## src/rtl/host_launch_ctrl.sv

```systemverilog
// host_launch_ctrl
//   Runs one accelerator kernel launch over the AXI-lite bridge host port:
//   writes NUM_ARGS argument registers, writes ap_start to the control
//   register, then polls the control register until ap_done (bit 1) is set
//   or MAX_POLLS polls have gone by. The result is reported on a
//   valid/ready done channel.
//
// Ports
//   clock, reset         : clock; synchronous active-high reset
//   launch_valid/ready   : command handshake (ready only while idle)
//   launch_args          : argument i at [i*HOST_DATA_BITS +: HOST_DATA_BITS]
//   done_valid/ready     : completion report, held until accepted
//   done_timeout         : 1 = poll budget ran out, 0 = ap_done seen
//   poll_count           : completed polls of the current or last launch
//   host_req_*           : bridge request (held stable until host_req_deq)
//   host_resp_valid/bits : bridge read data, single-cycle pulse
module host_launch_ctrl #(
    parameter int HOST_ADDR_BITS = 8,
    parameter int HOST_DATA_BITS = 32,
    parameter int NUM_ARGS       = 2,
    parameter int ARG_BASE       = 'h10,
    parameter int ARG_STRIDE     = 'h08,
    parameter int CTRL_ADDR      = 'h00,
    parameter int POLL_GAP       = 4,
    parameter int MAX_POLLS      = 1000
) (
    input  logic                               clock,
    input  logic                               reset,
    input  logic                               launch_valid,
    output logic                               launch_ready,
    input  logic [NUM_ARGS*HOST_DATA_BITS-1:0] launch_args,
    output logic                               done_valid,
    input  logic                               done_ready,
    output logic                               done_timeout,
    output logic [15:0]                        poll_count,
    output logic                               host_req_valid,
    output logic                               host_req_opcode,
    output logic [HOST_ADDR_BITS-1:0]          host_req_addr,
    output logic [HOST_DATA_BITS-1:0]          host_req_value,
    input  logic                               host_req_deq,
    input  logic                               host_resp_valid,
    input  logic [HOST_DATA_BITS-1:0]          host_resp_bits
);

    localparam int IDX_W = (NUM_ARGS > 1) ? $clog2(NUM_ARGS) : 1;
    localparam int GAP_W = $clog2(POLL_GAP + 1);

    typedef enum logic [2:0] {
        S_IDLE,
        S_WR_ARG,
        S_WR_START,
        S_RD_CTRL,
        S_WAIT_RESP,
        S_GAP,
        S_DONE
    } state_t;

    typedef struct packed {
        logic                      valid;
        logic                      opcode;
        logic [HOST_ADDR_BITS-1:0] addr;
        logic [HOST_DATA_BITS-1:0] value;
    } host_req_t;

    state_t                                   state_q, state_d;
    logic [NUM_ARGS-1:0][HOST_DATA_BITS-1:0]  args_q;
    logic [IDX_W-1:0]                         idx_q;
    logic [GAP_W-1:0]                         gap_q;
    logic [15:0]                              poll_inc;
    logic                                     last_arg;
    logic                                     poll_exhausted;
    logic [HOST_ADDR_BITS-1:0]                arg_addr;
    host_req_t                                req;

    // Only ap_done is looked at; the rest of the read word is don't-care.
    logic resp_unused;
    assign resp_unused = ^{host_resp_bits[HOST_DATA_BITS-1:2], host_resp_bits[0]};

    assign last_arg       = (idx_q == IDX_W'(NUM_ARGS - 1));
    assign poll_inc       = (poll_count == 16'hFFFF) ? poll_count : poll_count + 16'd1;
    assign poll_exhausted = (poll_inc == 16'(MAX_POLLS));
    // Wraps modulo the address width, like the bridge address decode.
    assign arg_addr = HOST_ADDR_BITS'(ARG_BASE)
                    + HOST_ADDR_BITS'(idx_q) * HOST_ADDR_BITS'(ARG_STRIDE);

    assign host_req_valid  = req.valid;
    assign host_req_opcode = req.opcode;
    assign host_req_addr   = req.addr;
    assign host_req_value  = req.value;

    always_ff @(posedge clock) begin
        if (reset) state_q <= S_IDLE;
        else       state_q <= state_d;
    end

    always_comb begin
        state_d      = state_q;
        req          = '0;
        launch_ready = 1'b0;
        done_valid   = 1'b0;
        case (state_q)
            S_IDLE: begin
                launch_ready = 1'b1;
                if (launch_valid) state_d = S_WR_ARG;
            end
            S_WR_ARG: begin
                req = '{valid: 1'b1, opcode: 1'b1, addr: arg_addr, value: args_q[idx_q]};
                if (host_req_deq && last_arg) state_d = S_WR_START;
            end
            S_WR_START: begin
                req = '{valid: 1'b1, opcode: 1'b1, addr: HOST_ADDR_BITS'(CTRL_ADDR),
                        value: HOST_DATA_BITS'(1)};
                if (host_req_deq) state_d = S_RD_CTRL;
            end
            S_RD_CTRL: begin
                req = '{valid: 1'b1, opcode: 1'b0, addr: HOST_ADDR_BITS'(CTRL_ADDR),
                        value: '0};
                if (host_req_deq) state_d = S_WAIT_RESP;
            end
            S_WAIT_RESP: begin
                if (host_resp_valid) begin
                    if (host_resp_bits[1] || poll_exhausted) state_d = S_DONE;
                    else                                     state_d = S_GAP;
                end
            end
            S_GAP: begin
                // Counter hits zero on this cycle's decrement, so the next
                // read shows up POLL_GAP+1 cycles after the response.
                if (gap_q == GAP_W'(1)) state_d = S_RD_CTRL;
            end
            S_DONE: begin
                done_valid = 1'b1;
                if (done_ready) state_d = S_IDLE;
            end
            default: state_d = S_IDLE;
        endcase
    end

    always_ff @(posedge clock) begin
        if (reset) begin
            args_q       <= '0;
            idx_q        <= '0;
            gap_q        <= '0;
            poll_count   <= '0;
            done_timeout <= 1'b0;
        end else begin
            case (state_q)
                S_IDLE: begin
                    if (launch_valid) begin
                        args_q       <= launch_args;
                        idx_q        <= '0;
                        poll_count   <= '0;
                        done_timeout <= 1'b0;
                    end
                end
                S_WR_ARG: begin
                    if (host_req_deq && !last_arg) idx_q <= idx_q + IDX_W'(1);
                end
                S_WAIT_RESP: begin
                    if (host_resp_valid) begin
                        poll_count <= poll_inc;
                        if (!host_resp_bits[1] && poll_exhausted) done_timeout <= 1'b1;
                        gap_q <= GAP_W'(POLL_GAP);
                    end
                end
                S_GAP: gap_q <= gap_q - GAP_W'(1);
                default: ;
            endcase
        end
    end

endmodule

```

## config.mk

```make
export PLATFORM = sky130hd
export DESIGN_NAME = host_launch_ctrl
export DESIGN_NICKNAME = d
export VERILOG_FILES = /design/src/rtl/host_launch_ctrl.sv
export SDC_FILE = /design/constraint.sdc
export NUM_CORES = 1
export LEC_CHECK = 0
export CAP_MARGIN = 20
export CORE_UTILIZATION = 40
export DETAILED_ROUTE_END_ITERATION = 10
export PLACE_DENSITY_LB_ADDON = 0.08
export SKIP_LAST_GASP = 1
export SLEW_MARGIN = 5
export SYNTH_ARGS = -nofsm -noshare
export SYNTH_HDL_FRONTEND = slang
export SYNTH_SLANG_ARGS = --single-unit
```

## constraint.sdc

```tcl
create_clock -name clock -period 2.4 [get_ports clock]
set_input_delay 0.48 -clock clock [delete_from_list [all_inputs] [get_ports clock]]
set_output_delay 0.48 -clock clock [all_outputs]
set_load 0.1 [all_outputs]
```

==> results of run 1 <==
==> worst reg2reg max path, delay by kind of cell (launching register included) <==
kind | cells | cell delay, ps
compound gates | 2 | 550
mux | 1 | 400
flops | 1 | 410
fa+ha+maj | 1 | 190
simple gates | 3 | 600
==> routing by layer <==
layer  vias up  routed length (µm)
li1       2208                   -
met1      1981                5170
met2       113                5760
met3        11                 887
met4         0                 121
met5         -                   0
==> power by group through the flow <==
stage	clock, W	sequential (W)	combinational, W
floorplan	0	0.00174	0.00197
global placement	0	0.00177	0.00285
detailed placement	0	0.00178	0.00287
CTS	0.00118	0.00174	0.00288
global route	0.00125	0.00177	0.00313
finish	0.00115	0.00174	0.00296
==> cells in the final DEF (no fill, tap or decap), drive strengths merged, types with 3 or more instances in the layout <==
| cell type | netlist | final |
|---|---|---|
| buf | 22 | 81 |
| nand3 | 13 | 13 |
| inv | 9 | 9 |
| or3 | 3 | 3 |
| clkdlybuf4s50 | 0 | 69 |
| mux2 | 5 | 5 |
| a311oi | 4 | 4 |
| nor4 | 7 | 7 |
| dfxtp | 88 | 88 |
| a21oi | 83 | 83 |
| nand4 | 9 | 9 |
| nand2b | 9 | 9 |
| clkbuf | 28 | 12 |
| a22oi | 3 | 3 |
| o21a | 3 | 3 |
| conb | 1 | 6 |
| nand2 | 146 | 146 |
| ha | 3 | 3 |
| nor2 | 61 | 61 |
| o21ai | 11 | 11 |
| mux2i | 34 | 34 |
| a211oi | 4 | 4 |
| nor3 | 12 | 12 |
==> cell type report <==
| cell class | instances | area (µm²) |
|---|---|---|
| fill | 964 | 4150 |
| clock buffer | 12 | 145 |
| sequential | 88 | 1800 |
| tap | 140 | 175 |
| clock inverter | 4 | 77.6 |
| multi-input combinational | 442 | 2640 |
| timing repair buffer | 150 | 1820 |
| inverter | 9 | 33.8 |
==> through the flow <==
stage	hold WS, ps	setup TNS (ps)	power [W]
after floorplan	433	-7220	0.00371
after global placement	441	0	0.00462
after detailed placement	444	0	0.00465
after CTS	444	0	0.00581
after global routing	448	0	0.00615
final	456	0	0.00585
==> cells in the mapped netlist (2+ instances only) <==
cell type	number
nand2_1	146
dfxtp_1	88
a21oi_1	83
nor2_1	61
mux2i_1	34
clkbuf_1	27
nor3_1	12
buf_4	11
nand3_1	11
o21ai_0	11
inv_1	9
nand2b_1	9
buf_1	6
nand4_1	6
buf_2	5
mux2_2	5
nor4_1	5
a311oi_1	4
a211oi_1	3
a22oi_1	3
ha_1	3
o21a_1	3
or3_1	3
a31oi_1	2
and3_1	2
nand4_2	2
o22ai_1	2
xnor2_1	2
==> state kept, by name (all words and copies together), names as in the netlist <==
register      cells
done_timeout      1
idx_q             1
state_q           3
args_q           64
gap_q             3
poll_count       16
==> worst max path at each step <==
stage / cells after the start / slack (ps) / start / to
2_1_floorplan: 5 / -380 / state_q[1] / host_req_value[13]
3_3_place_gp: 7 / 180 / poll_count[0] / state_q[0]
3_5_place_dp: 7 / 130 / host_req_deq / state_q[1]
4_1_cts: 5 / 70 / state_q[1] / host_req_value[28]
5_1_grt: 6 / 6 / poll_count[2] / state_q[0]
6_report: 5 / 120 / state_q[1] / host_req_value[28]
==> logic make-up after synthesis <==
kind of cell             after synthesis
adder cells (fa/ha/maj)                3
other                                  1
multiplexers                          39
XOR/XNOR                               3
AND/OR/NAND/NOR                      268
flip-flops                            88
AO/OA/AOI/OAI                        123
buffers and inverters                 59
==> timing repair <==
action / 4_1_cts / 5_1_grt
buffers inserted: 0 / 7
resized for setup: 1 / 1
setup endpoints to repair: 22 / 2
hold buffers: 0 / 0
pin swaps: 0 / 1
==> flow_summary_export.csv, run 1 <==
group,metric,value,unit
yosys,synth_top_area_cell,"dfxtp_1",
final_layout,fin_util,61.7,%
power_and_ir_drop,p_clk_share,19.7,%
critical_path,end_kind,"output port",
timing,finalSetupViolCount,0,
critical_path,slowest_stage,"or2_4",
final_layout,drive_gt1_share,23.7,%
power_and_ir_drop,switching_share,42.9,%
clocking,tritoncts,"yes",
yosys,yosys-top-cells-area,"dfxtp_1 (40%), nand2_1 (12%), a21oi_1 (9.4%), mux2i_1 (7.7%), nor2_1 (5.2%)",
yosys,synth.top_cell.area_share,39.7,%
power_and_ir_drop,power_frac_seq,29.8,%
yosys,synthCells,584,
critical_path,reg2reg_from,"poll_count[0]",
power_and_ir_drop,power.leakage,2.39,nW
floorplanning,start_util,40.9,%
route,wl_per_cell,14.1,µm
yosys,yosys.area_share.simple,27.2,%
floorplanning,die-area,11500,µm²
critical_path,r2r_slack,150,ps
yosys,synth_warnings,0,
timing,final.min_clock_period,2280,ps
route,vias,4313,
critical_path,crit_buf_inv,2,
clocking,numCtsBuffers,9,
critical_path,max_stage_delay,330,ps
hold_path,hold_path_end,"done_timeout",
power_and_ir_drop,ir_worst_vdd,0.610,mV
timing,final_hold_viol_count,0,
yosys,synthFlopType,"dfxtp_1",
floorplanning,core-area,10800,µm²
route,drc_errors,0,
floorplanning,num_rows,38,
timing,layout_setup_ws,118,ps
timing,tightest_slew,596,ps
global_routing,gr-usage-met2,36.3,%
global_routing,grt_max_degree,65,
placement,dp_slack,128,ps
critical_path,crit_path_max_fanout,12,
yosys,synth-xor-area-share,0.592,%
route,vias_per_cell,5.10,
clocking,clk_pin_slew,80,ps
hold_path,hold_class,"reg -> reg",
floorplanning,boundaryPins,163,
yosys,syn_area,4440,µm²
critical_path,reg2regPathDepth,7,
clocking,clkLatencyLatePin,360,ps
outcome,status,"completed",
clocking,cts_max_path_buffers,2,
global_routing,grt_pass1_wl,19.5,mm
hold_path,whs_path_depth,2,
placement,gp_congestion,0.910,
power_and_ir_drop,p_sw,0.00251,W
yosys,synth_edf_count,0,
critical_path,arrival,1800,ps
final_layout,stdcell_count,845,
critical_path,critPathLaunchType,"flip-flop",
critical_path,critical_path_class,"reg -> out",
route,first_pass_iters,4,
global_routing,grt_pass1_vias,4139,
floorplanning,fp.dieW,107,µm
global_routing,grt_busiest_layer,"met2",
timing,report.final.slew_viol_count,0,
yosys,synth_compound_area_share,16.6,%
timing,rsz0062_at_grt,"false",
hold_path,hp-start,"done_timeout",
clocking,cts_sinks,88,
global_routing,grt.total_usage,21.3,%
route,drt-initial-drc-count,181,
power_and_ir_drop,p_int,0.00334,W
yosys,synth_fa_ha_area_share,0.846,%
yosys,synth_cell_types,54,
clocking,ctsRootBufferMaster,"clkbuf_8",
final_layout,insertedDiodeCount,0,
yosys,syn_area_per_cell,7.60,µm²
power_and_ir_drop,combinationalPowerShare,50.5,%
placement,place_area,6400,µm²
timing,maxSlewHeadroom,60.2,%
yosys,synth_mux_area_share,8.94,%
yosys,async_flop_share,0,%
timing,finalCritPeriodShare,95.1,%
final_layout,syn2layout_area_growth,50.7,%
clocking,cts_max_level,3,
critical_path,r2r-end,"state_q[0]",
global_routing,grt_use_met3,6.90,%
critical_path,path_cells,"nand2b_1, or2_4, buf_4, nor2_2, buf_12",
final_layout,finalInstanceArea,6690,µm²
run,maxCapViolCount,0,
yosys,yosysSeqAreaShare,39.7,%
power_and_ir_drop,power_density,875,nW/µm²
placement,dp_hpwl,8.33,mm
final_layout,nets,805,
global_routing,antenna_found_initial,0,
critical_path,crit_family,"simple AND/OR/NAND/NOR gates",
critical_path,cp.required,1920,ps
placement,portBuffers,125,
yosys,synth_top_family_by_area,"simple AND/OR/NAND/NOR gates",
timing,max_freq,0.438,GHz
global_routing,met1_usage,25.3,%
placement,place_inst,822,
floorplanning,die_h,107,µm
route,route.final.wire_length,11.9,mm
global_routing,grt_overflow,0,
route,drtAntennaViolNets,0,
timing,fin_skew,9.46,ps
yosys,ys_seq_elements,88,
Note: power is estimated with default switching activity, not from simulation.
==> run 2: changes to the inputs <==
--- a/config.mk
+++ b/config.mk
@@ -9,6 +9,7 @@
 export CORE_UTILIZATION = 40
 export DETAILED_ROUTE_END_ITERATION = 10
 export PLACE_DENSITY_LB_ADDON = 0.08
+export RECOVER_POWER = 25
 export SKIP_LAST_GASP = 1
 export SLEW_MARGIN = 5
 export SYNTH_ARGS = -nofsm -noshare
==> flow_summary_export.csv, run 2 (synthesis results as in run 1) <==
group,metric,value,unit
outcome,status,"completed",
critical_path,max_stage_delay,340,ps
critical_path,critPathLaunch,"state_q[1]",
route,first_pass_iters,4,
critical_path,reg2reg_from,"poll_count[0]",
floorplanning,start_util,40.9,%
timing,max_freq,0.438,GHz
critical_path,cp.required,1920,ps
final_layout,fillCellCount,972,
critical_path,arrival,1800,ps
final_layout,nets,805,
global_routing,grt_max_degree,65,
route,drc_errors,0,
final_layout,final_common_cell,"nand2_1",
floorplanning,num_rows,38,
floorplanning,fp.dieW,107,µm
global_routing,grt_pass1_wl,19.5,mm
clocking,cts_sinks,88,
timing,fin_skew,9.80,ps
power_and_ir_drop,power.leakage,2.36,nW
power_and_ir_drop,power_density,880,nW/µm²
timing,finalSetupViolCount,0,
critical_path,crit_path_max_fanout,12,
final_layout,insertedDiodeCount,0,
clocking,tritoncts,"yes",
final_layout,drive_gt1_share,23.3,%
clocking,clkLatencyLatePin,360,ps
final_layout,largestRegisters,"args_q: 64 flops, poll_count: 16 flops",
floorplanning,core-area,10800,µm²
timing,final.min_clock_period,2280,ps
floorplanning,boundaryPins,163,
placement,dp_hpwl,8.33,mm
global_routing,grt.total_usage,21.3,%
route,drtAntennaViolNets,0,
route,wl_per_cell,14.1,µm
global_routing,grt_pass1_vias,4139,
critical_path,critical_path_class,"reg -> out",
critical_path,crit_buf_inv,2,
clocking,cts_max_level,3,
placement,place_area,6400,µm²
critical_path,critPathLaunchType,"flip-flop",
final_layout,syn2layout_area_growth,49.2,%
power_and_ir_drop,ir_worst_vdd,0.607,mV
final_layout,top_register,"args_q",
route,vias_per_cell,5.11,
final_layout,finalInstanceArea,6620,µm²
critical_path,slowest_stage,"or2_4",
route,vias,4315,
timing,tightest_slew,1160,ps
timing,rsz0062_at_grt,"false",
clocking,ctsRootBufferMaster,"clkbuf_8",
clocking,cts_max_path_buffers,2,
timing,maxSlewHeadroom,23.1,%
timing,layout_setup_ws,118,ps
final_layout,largest_reg_flops,64,
clocking,clk_pin_slew,80,ps
clocking,cts_hold_buf,0,
hold_path,hold_class,"reg -> reg",
route,drt-initial-drc-count,194,
timing,final_hold_viol_count,0,
power_and_ir_drop,p_total,0.00583,W
clocking,numCtsBuffers,9,
run,maxCapViolCount,0,
final_layout,stdcell_count,845,
placement,portBuffers,125,
hold_path,whs_path_depth,2,
floorplanning,die_h,107,µm
critical_path,reg2regPathDepth,7,
critical_path,path_cells,"nand2b_1, or2_4, buf_4, nor2_2, buf_12",
global_routing,antenna_found_initial,0,
critical_path,crit_family,"simple AND/OR/NAND/NOR gates",
hold_path,hp-start,"done_timeout",
critical_path,end_kind,"output port",
placement,gp_congestion,0.910,
route,route.final.wire_length,11.9,mm
global_routing,grt_overflow,0,
critical_path,path_depth,5,
floorplanning,die-area,11500,µm²
placement,place_inst,822,
timing,report.final.slew_viol_count,0,
timing,finalCritPeriodShare,95.1,%
placement,dp_slack,128,ps
final_layout,final_cell_mix,"nand2_1 (145), a21oi_1 (82), dfxtp_1 (71)",
## run 2: cell count changes in the layout (fill, tap and decap cells not counted)
cell,delta
buf_12,-1
buf_4,-18
buf_6,+1
clkbuf_1,+2
clkbuf_2,+16
nor3_1,+1
nor3_4,-1
## run 2: worst paths after layout
check | to | slack [ps]
worst max-delay path | host_req_value[28] | 120
worst min-delay path | done_timeout | 460
worst max register to register | state_q[0] | 150
worst min register to register | done_timeout | 460
## run 2: through the flow
step           util, %  TNS (ps)  hold slack (ps)
2_1_floorplan        -     -7220              433
3_3_place_gp      59.0         0              441
3_5_place_dp      59.0         0              444
4_1_cts           61.1         0              444
5_1_grt           61.1         0              448
6_report          61.1         0              456
## run 2: layout make-up
class	instances	area (µm²)	share of cell area [%]
clock buffers	12	145	2.19
clock inverters	4	77.6	1.17
inverters	9	33.8	0.510
multi-input cells	442	2620	39.6
flip-flops and latches	88	1800	27.2
well taps	140	175	2.65
repair buffers	150	1770	26.7
## run 2: routing by layer
metal	vias up	share of wire, %	wire [µm]	global-route usage, %
li1	2205	-	-	-
met1	1991	44	5190	25.3
met2	105	48	5730	36.3
met3	14	6.9	823	6.90
met4	0	1.1	136	6.36
met5	-	0	0	0
## run 2: repair_timing
item | 4_1_cts | 5_1_grt
pin swaps | 0 | 1
setup endpoints to repair | 22 | 2
buffers inserted | 0 | 7
resized for setup | 1 | 1
## run 2: where the power goes
| part | total (W) | internal [W] | leakage [nW] | switching [W] |
|---|---|---|---|---|
| sequential | 0.00174 | 0.00164 | 0.730 | 0.0000997 |
| combinational | 0.00293 | 0.00106 | 1.52 | 0.00187 |
| clock | 0.00115 | 0.000620 | 0.111 | 0.000534 |
| total | 0.00583 | 0.00332 | 2.36 | 0.00251 |
## run 2: worst reg2reg max path, delay by kind of cell, from the launching register on
family	cells	cell delay [ps]
adders and majority gates	1	190
DFF	1	410
muxes	1	400
AOI/OAI and AO/OA	2	550
and+or+nand+nor	3	600
